File: config.mk
export PLATFORM = sky130hd
export DESIGN_NAME = mcu_ahb_master_flat
export DESIGN_NICKNAME = d
export VERILOG_FILES = /design/src/rtl/mcu_ahb_master_if.sv /design/src/rtl/mcu_ahb_master.sv /design/src/flat_wrapper.sv
export SDC_FILE = /design/constraint.sdc
export NUM_CORES = 1
export LEC_CHECK = 0
export BUFFER_PORTS_ARGS = -buffer_cell sky130_fd_sc_hd__buf_2
export CAP_MARGIN = 15
export CORE_MARGIN = 2
export CORE_UTILIZATION = 47
export DETAILED_ROUTE_END_ITERATION = 10
export GPL_ROUTABILITY_DRIVEN = 0
export GPL_TIMING_DRIVEN = 0
export PLACE_DENSITY = 0.8
export RECOVER_POWER = 25
export SLEW_MARGIN = 5
export SYNTH_ARGS = -nofsm -noshare
export SYNTH_HDL_FRONTEND = slang
export SYNTH_SLANG_ARGS = --single-unit
export TNS_END_PERCENT = 30
File: constraint.sdc
create_clock -name HCLK -period 1.7 [get_ports HCLK]
set_input_delay 0.17 -clock HCLK [delete_from_list [all_inputs] [get_ports HCLK]]
set_output_delay 0.17 -clock HCLK [all_outputs]
set_load 0.05 [all_outputs]
File: src/rtl/mcu_ahb_master_if.sv
// Command/response handshake and AHB-lite bus bundle for mcu_ahb_master.
// The master modport is the block's view; slave is the view of whatever drives the other side.
interface mcu_ahb_master_if #(
  parameter int HADDR_W = 32
);
  logic               cmd_valid;
  logic               cmd_ready;
  logic               cmd_write;
  logic [HADDR_W-1:0] cmd_addr;
  logic [2:0]         cmd_size;
  logic [31:0]        cmd_wdata;
  logic               rsp_valid;
  logic               rsp_ready;
  logic [31:0]        rsp_rdata;
  logic               rsp_err;
  logic [1:0]         HTRANS;
  logic [HADDR_W-1:0] HADDR;
  logic [2:0]         HSIZE;
  logic               HWRITE;
  logic [31:0]        HWDATA;
  logic               HREADY;
  logic               HRESP;
  logic [31:0]        HRDATA;

  modport master (
    input  cmd_valid, cmd_write, cmd_addr, cmd_size, cmd_wdata, rsp_ready,
    input  HREADY, HRESP, HRDATA,
    output cmd_ready, rsp_valid, rsp_rdata, rsp_err,
    output HTRANS, HADDR, HSIZE, HWRITE, HWDATA
  );

  modport slave (
    output cmd_valid, cmd_write, cmd_addr, cmd_size, cmd_wdata, rsp_ready,
    output HREADY, HRESP, HRDATA,
    input  cmd_ready, rsp_valid, rsp_rdata, rsp_err,
    input  HTRANS, HADDR, HSIZE, HWRITE, HWDATA
  );
endinterface

File: src/rtl/mcu_ahb_master.sv
// Single-transfer AHB-lite master: one NONSEQ at a time, response held until accepted.
// Optional macro MCU_AHB_MASTER_ALIGNCHK_EN rejects oversized or misaligned commands without a bus transfer.
module mcu_ahb_master #(
  parameter int HADDR_W = 32
) (
  input  logic                  HCLK,
  input  logic                  HRESET,
  mcu_ahb_master_if.master      bus
);
  typedef enum logic [2:0] {
    S_IDLE = 3'd0,
    S_ADDR = 3'd1,
    S_DATA = 3'd2,
    S_ERR  = 3'd3,
    S_RSP  = 3'd4
  } state_e;

  localparam logic [1:0] HTRANS_IDLE   = 2'b00;
  localparam logic [1:0] HTRANS_NONSEQ = 2'b10;

  state_e             state_q, state_d;
  logic [HADDR_W-1:0] haddr_q, haddr_d;
  logic [2:0]         hsize_q, hsize_d;
  logic               hwrite_q, hwrite_d;
  logic [31:0]        wdata_q, wdata_d;
  logic [31:0]        hwdata_q, hwdata_d;
  logic [1:0]         htrans_q, htrans_d;
  logic [31:0]        rdata_q, rdata_d;
  logic               err_q, err_d;
  logic               cmd_ready_q, cmd_ready_d;
  logic               rsp_valid_q, rsp_valid_d;
  logic               accept_s;
  logic               misalign_s;

`ifdef MCU_AHB_MASTER_ALIGNCHK_EN
  function automatic logic misaligned(input logic [2:0] size, input logic [1:0] addr_lsb);
    case (size)
      3'b000:  misaligned = 1'b0;
      3'b001:  misaligned = addr_lsb[0];
      3'b010:  misaligned = (addr_lsb != 2'b00);
      default: misaligned = 1'b1;
    endcase
  endfunction

  assign misalign_s = misaligned(bus.cmd_size, bus.cmd_addr[1:0]);
`else
  assign misalign_s = 1'b0;
`endif

  assign accept_s = bus.cmd_valid & cmd_ready_q;

  always_ff @(posedge HCLK) begin
    if (HRESET) begin
      state_q     <= S_IDLE;
      haddr_q     <= {HADDR_W{1'b0}};
      hsize_q     <= 3'b000;
      hwrite_q    <= 1'b0;
      wdata_q     <= 32'h0000_0000;
      hwdata_q    <= 32'h0000_0000;
      htrans_q    <= HTRANS_IDLE;
      rdata_q     <= 32'h0000_0000;
      err_q       <= 1'b0;
      cmd_ready_q <= 1'b1;
      rsp_valid_q <= 1'b0;
    end else begin
      state_q     <= state_d;
      haddr_q     <= haddr_d;
      hsize_q     <= hsize_d;
      hwrite_q    <= hwrite_d;
      wdata_q     <= wdata_d;
      hwdata_q    <= hwdata_d;
      htrans_q    <= htrans_d;
      rdata_q     <= rdata_d;
      err_q       <= err_d;
      cmd_ready_q <= cmd_ready_d;
      rsp_valid_q <= rsp_valid_d;
    end
  end

  // An error reported with HREADY already high in DATA completes immediately as an error.
  always_comb begin
    state_d = state_q;
    case (state_q)
      S_IDLE: begin
        if (accept_s) state_d = misalign_s ? S_RSP : S_ADDR;
        else          state_d = S_IDLE;
      end
      S_ADDR: begin
        if (bus.HREADY) state_d = S_DATA;
        else            state_d = S_ADDR;
      end
      S_DATA: begin
        if (bus.HRESP)       state_d = bus.HREADY ? S_RSP : S_ERR;
        else if (bus.HREADY) state_d = S_RSP;
        else                 state_d = S_DATA;
      end
      S_ERR: begin
        if (bus.HREADY && bus.HRESP) state_d = S_RSP;
        else                         state_d = S_ERR;
      end
      S_RSP: begin
        if (bus.rsp_ready) state_d = S_IDLE;
        else               state_d = S_RSP;
      end
      default: state_d = S_IDLE;
    endcase
  end

  // Bus address fields only change when a transfer is actually launched, so they hold otherwise.
  always_comb begin
    haddr_d  = haddr_q;
    hsize_d  = hsize_q;
    hwrite_d = hwrite_q;
    wdata_d  = wdata_q;
    rdata_d  = rdata_q;
    err_d    = err_q;
    case (state_q)
      S_IDLE: begin
        if (accept_s && misalign_s) begin
          rdata_d = 32'h0000_0000;
          err_d   = 1'b1;
        end else if (accept_s) begin
          haddr_d  = bus.cmd_addr;
          hsize_d  = bus.cmd_size;
          hwrite_d = bus.cmd_write;
          wdata_d  = bus.cmd_wdata;
        end else begin
          err_d = err_q;
        end
      end
      S_DATA: begin
        if (bus.HREADY) begin
          err_d   = bus.HRESP;
          rdata_d = (bus.HRESP || hwrite_q) ? 32'h0000_0000 : bus.HRDATA;
        end else begin
          err_d = err_q;
        end
      end
      S_ERR: begin
        if (bus.HREADY && bus.HRESP) begin
          err_d   = 1'b1;
          rdata_d = 32'h0000_0000;
        end else begin
          err_d = err_q;
        end
      end
      default: begin
        err_d = err_q;
      end
    endcase
    htrans_d    = (state_d == S_ADDR) ? HTRANS_NONSEQ : HTRANS_IDLE;
    hwdata_d    = ((state_d == S_DATA) && hwrite_d) ? wdata_d : 32'h0000_0000;
    cmd_ready_d = (state_d == S_IDLE);
    rsp_valid_d = (state_d == S_RSP);
  end

  assign bus.cmd_ready = cmd_ready_q;
  assign bus.rsp_valid = rsp_valid_q;
  assign bus.rsp_rdata = rdata_q;
  assign bus.rsp_err   = err_q;
  assign bus.HTRANS    = htrans_q;
  assign bus.HADDR     = haddr_q;
  assign bus.HSIZE     = hsize_q;
  assign bus.HWRITE    = hwrite_q;
  assign bus.HWDATA    = hwdata_q;
endmodule
File: src/flat_wrapper.sv
// flat-port wrapper written by rule: the top's interface ports become plain ports
module mcu_ahb_master_flat 
#(
  parameter int HADDR_W = 32
)
  (HCLK, HRESET, bus_cmd_valid, bus_cmd_write, bus_cmd_addr, bus_cmd_size, bus_cmd_wdata, bus_rsp_ready, bus_HREADY, bus_HRESP, bus_HRDATA, bus_cmd_ready, bus_rsp_valid, bus_rsp_rdata, bus_rsp_err, bus_HTRANS, bus_HADDR, bus_HSIZE, bus_HWRITE, bus_HWDATA);
  mcu_ahb_master_if #(.HADDR_W(HADDR_W)) bus_i ();
  input  logic HCLK;
  input  logic HRESET;
  input wire logic [$bits(bus_i.cmd_valid)-1:0] bus_cmd_valid;
  input wire logic [$bits(bus_i.cmd_write)-1:0] bus_cmd_write;
  input wire logic [$bits(bus_i.cmd_addr)-1:0] bus_cmd_addr;
  input wire logic [$bits(bus_i.cmd_size)-1:0] bus_cmd_size;
  input wire logic [$bits(bus_i.cmd_wdata)-1:0] bus_cmd_wdata;
  input wire logic [$bits(bus_i.rsp_ready)-1:0] bus_rsp_ready;
  input wire logic [$bits(bus_i.HREADY)-1:0] bus_HREADY;
  input wire logic [$bits(bus_i.HRESP)-1:0] bus_HRESP;
  input wire logic [$bits(bus_i.HRDATA)-1:0] bus_HRDATA;
  output wire logic [$bits(bus_i.cmd_ready)-1:0] bus_cmd_ready;
  output wire logic [$bits(bus_i.rsp_valid)-1:0] bus_rsp_valid;
  output wire logic [$bits(bus_i.rsp_rdata)-1:0] bus_rsp_rdata;
  output wire logic [$bits(bus_i.rsp_err)-1:0] bus_rsp_err;
  output wire logic [$bits(bus_i.HTRANS)-1:0] bus_HTRANS;
  output wire logic [$bits(bus_i.HADDR)-1:0] bus_HADDR;
  output wire logic [$bits(bus_i.HSIZE)-1:0] bus_HSIZE;
  output wire logic [$bits(bus_i.HWRITE)-1:0] bus_HWRITE;
  output wire logic [$bits(bus_i.HWDATA)-1:0] bus_HWDATA;
  assign bus_i.cmd_valid = bus_cmd_valid;
  assign bus_i.cmd_write = bus_cmd_write;
  assign bus_i.cmd_addr = bus_cmd_addr;
  assign bus_i.cmd_size = bus_cmd_size;
  assign bus_i.cmd_wdata = bus_cmd_wdata;
  assign bus_i.rsp_ready = bus_rsp_ready;
  assign bus_i.HREADY = bus_HREADY;
  assign bus_i.HRESP = bus_HRESP;
  assign bus_i.HRDATA = bus_HRDATA;
  assign bus_cmd_ready = bus_i.cmd_ready;
  assign bus_rsp_valid = bus_i.rsp_valid;
  assign bus_rsp_rdata = bus_i.rsp_rdata;
  assign bus_rsp_err = bus_i.rsp_err;
  assign bus_HTRANS = bus_i.HTRANS;
  assign bus_HADDR = bus_i.HADDR;
  assign bus_HSIZE = bus_i.HSIZE;
  assign bus_HWRITE = bus_i.HWRITE;
  assign bus_HWDATA = bus_i.HWDATA;
  mcu_ahb_master #(.HADDR_W(HADDR_W)) u_core (.HCLK(HCLK), .HRESET(HRESET), .bus(bus_i));
endmodule
## Yosys cells after proc, flatten, opt, wreduce, memory -nomap -nowiden

Index checks and enable logic that the tools add are counted.

- Register bits: 140
- Input port bits: 106
- Output and inout bits: 105
- Word-level logic and storage cells: 51

- Eq/ne operators: 9
- Mux-type cells: 20
- Bitwise gates (word level): 2
- Reduce and logical (&&, ||, !) cells: 9

Operator list:

| operator | number |
|---|---|
| $mux W32 | 5 |
| $pmux W32 S2 | 1 |
| $mux W3 | 5 |
| $pmux W3 S5 | 1 |
| $eq A3 B2 Y1 const B | 3 |
| $eq A3 B1 Y1 const B | 2 |
| $eq A3 B3 Y1 const B | 2 |
| $logic_not A3 Y1 | 2 |
| $mux W1 | 5 |
| $mux W2 | 2 |
| $reduce_and A3 Y1 | 1 |
| $logic_and A1 B1 Y1 | 2 |
| $ne A2 B1 Y1 const B | 1 |
| $ne A2 B2 Y1 const B | 1 |
| $pmux W1 S2 | 1 |
| $reduce_and A2 Y1 | 1 |
| $reduce_bool A2 Y1 | 1 |
| $reduce_or A2 Y1 | 1 |
| $and A1 B1 Y1 | 1 |
| $logic_or A1 B1 Y1 | 1 |
| $not A1 Y1 | 1 |

## Depth between registers and ports, before layout

- Depth in word-level cells: 7
- Depth in mapped cells: 6
- Mapped depth without buffers: 4

## Worst setup path before layout

OpenSTA, ideal clock, no wires.

- Kind: reg2reg
- Start point: register u_core.cmd_ready_q (netlist: u_core.bus.cmd_ready)
- End point: register u_core.hwdata_q[28] (netlist: u_core.bus.HWDATA[28])
- Library setup time: 73 ps
- Data arrival time: 1570 ps
- Required time: 1627 ps
- Slack: 57 ps
- Cell stages (with the launch flop): 6
- Buffers on the path: 1
- Path through: dfxtp_1 > and3b_1 > and4b_1 > o211ai_2 > buf_6 > nor3_2

- Cells in the longest elaborated chain, start to end: 7
- Elaborated cells between the ends (all ways): 11
- Those cells by class: 1 x eq/ne; 6 x mux; 2 x bitwise; 2 x reduce/logical

RTL lines:

| what | RTL line | RTL |
|---|---|---|
| start: declaration | mcu_ahb_master.sv:30 | `logic cmd_ready_q, cmd_ready_d;` |
| start signal: assignment | mcu_ahb_master.sv:75 | `cmd_ready_q <= cmd_ready_d;` |
| $and A1 B1 Y1 * | mcu_ahb_master.sv:50 | `assign accept_s = bus.cmd_valid & cmd_ready_q;` |
| $mux W1 | mcu_ahb_master.sv:85 | `if (accept_s) state_d = misalign_s ? S_RSP : S_ADDR;` |
| $pmux W3 S5 | mcu_ahb_master.sv:83 | `case (state_q)` |
| $eq A3 B2 Y1 | mcu_ahb_master.sv:152 | `hwdata_d = ((state_d == S_DATA) && hwrite_d) ? wdata_d : 32'h0000_0000;` |
| $logic_and A1 B1 Y1 | mcu_ahb_master.sv:152 |  |
| $not A1 Y1 (no line) | n/a |  |
| $reduce_or A2 Y1 (no line) | n/a |  |
| end signal: assignment | mcu_ahb_master.sv:71 | `hwdata_q <= hwdata_d;` |
| end: declaration | mcu_ahb_master.sv:26 | `logic [31:0] hwdata_q, hwdata_d;` |

Every way passes the cells marked *; elsewhere a longest branch is shown, timed or not.
A chain may end at the register's enable or synchronous reset.

## Worst setup path after layout

- Start point: register u_core.state_q[0]
- End point: register u_core.wdata_q[11]

- Cells in the longest elaborated chain, start to end: 2

RTL lines:

| what | RTL line | RTL |
|---|---|---|
| start: declaration | mcu_ahb_master.sv:21 | `state_e state_q, state_d;` |
| start signal: assignment | mcu_ahb_master.sv:66 | `state_q <= state_d;` |
| $logic_not A3 Y1 | mcu_ahb_master.sv:117 | `case (state_q)` |
| $mux W32 | mcu_ahb_master.sv:117 |  |
| end signal: assignment | mcu_ahb_master.sv:70 | `wdata_q <= wdata_d;` |
| end: declaration | mcu_ahb_master.sv:25 | `logic [31:0] wdata_q, wdata_d;` |

No other way between the ends.

==> flow_summary.rst <==
.. list-table::
   :header-rows: 1

   * - Metric
     - Value
   * - Run status
     - finished, final reports clean
   * - Count of flip-flops with a built-in enable after synthesis
     - 0
   * - VDD IR max
     - between 0.0008 and 0.0009 V
   * - Final Hold Slack
     - ~130 ps
   * - Clock latency at the later pin of the worst-skew pair
     - 510 ps
   * - Share of the synthesized area in the top cell type
     - 58.4%
   * - Die Span X
     - ~100 um
   * - Element type at the critical path start
     - flop
   * - Post-layout min period
     - 1700 ps
   * - Final net count
     - between 900 and 1,000
   * - Switching power summed over all nets
     - approximately 0.0025 W
   * - Full die area
     - ~11,000 um2
   * - Via count of the first global-routing pass
     - roughly 5,000
   * - Power share of the sequential group
     - between 30% and 40%
   * - First-pass GRT wire length
     - ~24 mm
   * - DRC Markers
     - 0
   * - Synthesized area per cell
     - around 10 um2
   * - Leading register cell type out of synthesis
     - dfxtp_1
   * - Max-slew headroom
     - between 50% and 60%
   * - Final wirelength
     - ~15 mm
   * - Internal power contribution
     - around 0.0063 W
   * - Vias
     - 4,767
   * - Ranking of synthesized cells by area
     - dfxtp_1 58%, mux2i_1 6.7%, nor3_2 6.3%
   * - Cell area reported after detailed placement
     - slightly below 6000 um2
   * - Max-cap violations
     - 0
   * - Filler instances
     - between 600 and 700
   * - Antenna violations before repair
     - 0
   * - Synthesized netlist net count
     - approximately 580
   * - Pre-antenna DRT Iters
     - 4
   * - Final number of hold-violating endpoints
     - 0
   * - Proportion of synthesized flip-flops having asynchronous set or reset
     - 0%
   * - Final-report setup violation count
     - 0
   * - Layout-stage area growth over the synthesis result
     - 60.0%
   * - Flops & latches, synth
     - between 100 and 150
   * - Setup clock skew after layout
     - 18.0 ps
   * - Total clock buffers created by CTS
     - 17
   * - FP Rows
     - 36
   * - Clock Root Buffer
     - clkbuf_8
   * - Critical Path End Type
     - flop
   * - Core Area
     - between 9000 and 10,000 um2
   * - Arrival time at the worst endpoint
     - between 2000 and 2500 ps
   * - Logic gate share of total power
     - about 17%
   * - Cell area after layout
     - ~7600 um2
   * - Actual slew at the worst max-slew pin
     - roughly 680 ps
   * - Register-to-register setup slack
     - ~1.1 ps
   * - Clock share of power
     - between 40% and 50%
   * - Via/cell ratio
     - approximately 5
   * - Pins over their slew limit
     - 0
   * - Share of final-layout standard cells stronger than drive strength 1
     - between 30% and 40%
   * - Number of standard cells after synthesis
     - 478
   * - Total routing resource utilization after global routing
     - a little over a quarter
   * - Final Core Density
     - 77.6%
   * - Sw frac
     - 27.9%
   * - RSZ-0062 raised after global routing
     - true
   * - Post-CTS setup buffer count
     - 0
   * - Die height
     - 105 um
   * - Worst hold-check path type
     - in2reg
   * - Cell taking the most area after synthesis
     - dfxtp_1
   * - Yosys cell types
     - 30
   * - Setup CP Type
     - reg2reg
   * - Required time of the critical path
     - just over 2000 ps
   * - Total gr overflow
     - 0
   * - Register cell area after layout
     - between 2000 and 3000 um2
   * - Tot Pwr
     - 0.00880 W
   * - Final antenna-violating net count
     - 0
   * - Top fanout value on the critical path
     - 10
   * - TritonCTS clock tree
     - built
   * - Final period utilization
     - about 100%
   * - Reported leakage power
     - 3.30 nW
   * - H-tree depth reported by CTS
     - 4
   * - Worst path setup slack after routing
     - approximately 1.1 ps
   * - Count of port buffers added during placement
     - 208
   * - Maximum achievable frequency
     - approximately 0.59 GHz
   * - Ant. Diodes
     - 0
   * - Detailed placement HPWL
     - about 9.0 mm
   * - Total power density per cell area
     - around 1200 nW/um2
   * - Drt wl/cell
     - between 15 and 20 um
   * - Pin count of the biggest net entering global routing
     - 17
   * - Number of buffers on the longest clock path
     - 2
   * - Share of synthesized area occupied by flip-flops and latches
     - 58.4%
   * - Pre-CTS worst setup slack
     - -109 ps
   * - Top-level I/O count
     - around 210
   * - Starting Density
     - 48.5%
   * - Warnings, synthesis
     - 0
   * - Clk sinks
     - 139
   * - Clk pin slew, worst setup/hold paths
     - around 60 ps
   * - Multi-input gate area in the final layout
     - approximately 1800 um2
   * - Synthesized cell area
     - 4760 um2
   * - Detailed router's first-iteration violation count
     - 343
[power groups by stage]
stage,Sequential (W),Combinational (W),Clock [W]
4_1_cts,0.00350,0.00142,0.00384
2_1_floorplan,0.00388,0.000557,0
3_5_place_dp,0.00357,0.00123,0
5_1_grt,0.00353,0.00159,0.00401
3_3_place_gp,0.00356,0.00120,0
6_report,0.00351,0.00148,0.00380
[critical path: stages, from the launching register on]
cell     delay, ps
dfxtp_2        420
and3b_1        240
nand2_1        190
buf_4          270
mux2i_1        360
nor2_1          90
[layer usage]
layer  share of wire [%]  track usage (%)
met1                  38             28.9
met2                  53             50.6
met3                 6.2             7.17
met4                 2.4             10.4
met5                   0                0
[synthesized netlist by cell type, drive strengths merged (5+ instances only)]
master	count
o21ai	5
nand2	75
a21oi	40
nor3	32
a22oi	32
mux2i	32
clkbuf	11
buf	25
dfxtp	139
nor2	67
[what timing repair did]
action | 4_1_cts | 5_1_grt
gates resized for setup | 1 | 24
hold buffers | 101 | 0
setup endpoints to repair | 39 | 124
endpoints found under the hold margin | 131 | 0
[flip-flops by register name, summed over array words and instances, names as in the netlist]
name / cells
u_core.bus.HSIZE: 3
u_core.bus.HWRITE: 1
u_core.bus.rsp_rdata: 32
u_core.bus.HADDR: 32
u_core.wdata_q: 32
u_core.bus.cmd_ready: 1
u_core.state_q: 3
u_core.bus.HTRANS: 1
u_core.bus.rsp_valid: 1
u_core.bus.HWDATA: 32
u_core.bus.rsp_err: 1
[layout make-up]
cell class,count,share of cell area (%)
Tap cell,133,2.18
Timing Repair Buffer,309,26.1
Multi-Input combinational cell,301,24.1
Clock inverter,13,2.37
Inverter,2,0.0986
Sequential cell,139,36.6
Buffer,36,2.84
Clock buffer,19,5.80
[per-stage QoR]
stage	instances	TNS, ps
floorplan	478	0
global placement	819	-1490
detailed placement	819	-2170
CTS	952	-319
global route	952	-807
finish	952	0
[logic make-up (layout without fill, tap and decap cells)]
kind of cell | Yosys count | count (layout) | synth area share, %
compound gates | 80 | 80 | 10.4
buf+inv | 38 | 379 | 4.20
flops | 139 | 139 | 58.4
mux | 32 | 32 | 6.73
other cells | 1 | 1 | 0.0788
simple gates | 188 | 188 | 20.1
[layout by cell type (no fill, tap or decap), types with 3 or more instances in the layout]
cell / netlist / routed
a21oi_1: 40 / 40
a22oi_1: 32 / 32
buf_2: 19 / 165
buf_4: 3 / 4
buf_6: 3 / 4
bufinv_16: 0 / 3
clkbuf_1: 11 / 65
clkbuf_16: 0 / 16
clkbuf_4: 0 / 6
clkbuf_8: 0 / 3
clkinv_4: 0 / 3
dfxtp_1: 139 / 138
dlygate4sd3_1: 0 / 101
inv_6: 0 / 3
mux2i_1: 32 / 23
mux2i_2: 0 / 9
nand2_1: 75 / 75
nor2_1: 67 / 67
nor3_2: 30 / 30
[path summary, 6_finish.rpt]
check | start | to | depth (start not counted)
max | u_core.state_q[0]$_SDFF_PP0_ | u_core.wdata_q[11]$_SDFF_PP0_ | 5
min | bus_cmd_write | u_core.bus.HWRITE$_SDFF_PP0_ | 3
max reg2reg | u_core.state_q[0]$_SDFF_PP0_ | u_core.wdata_q[11]$_SDFF_PP0_ | 5
min reg2reg | u_core.bus.HADDR[4]$_SDFFE_PP0P_ | u_core.bus.HADDR[4]$_SDFFE_PP0P_ | 2
Note: power is estimated with default switching activity, not from simulation.
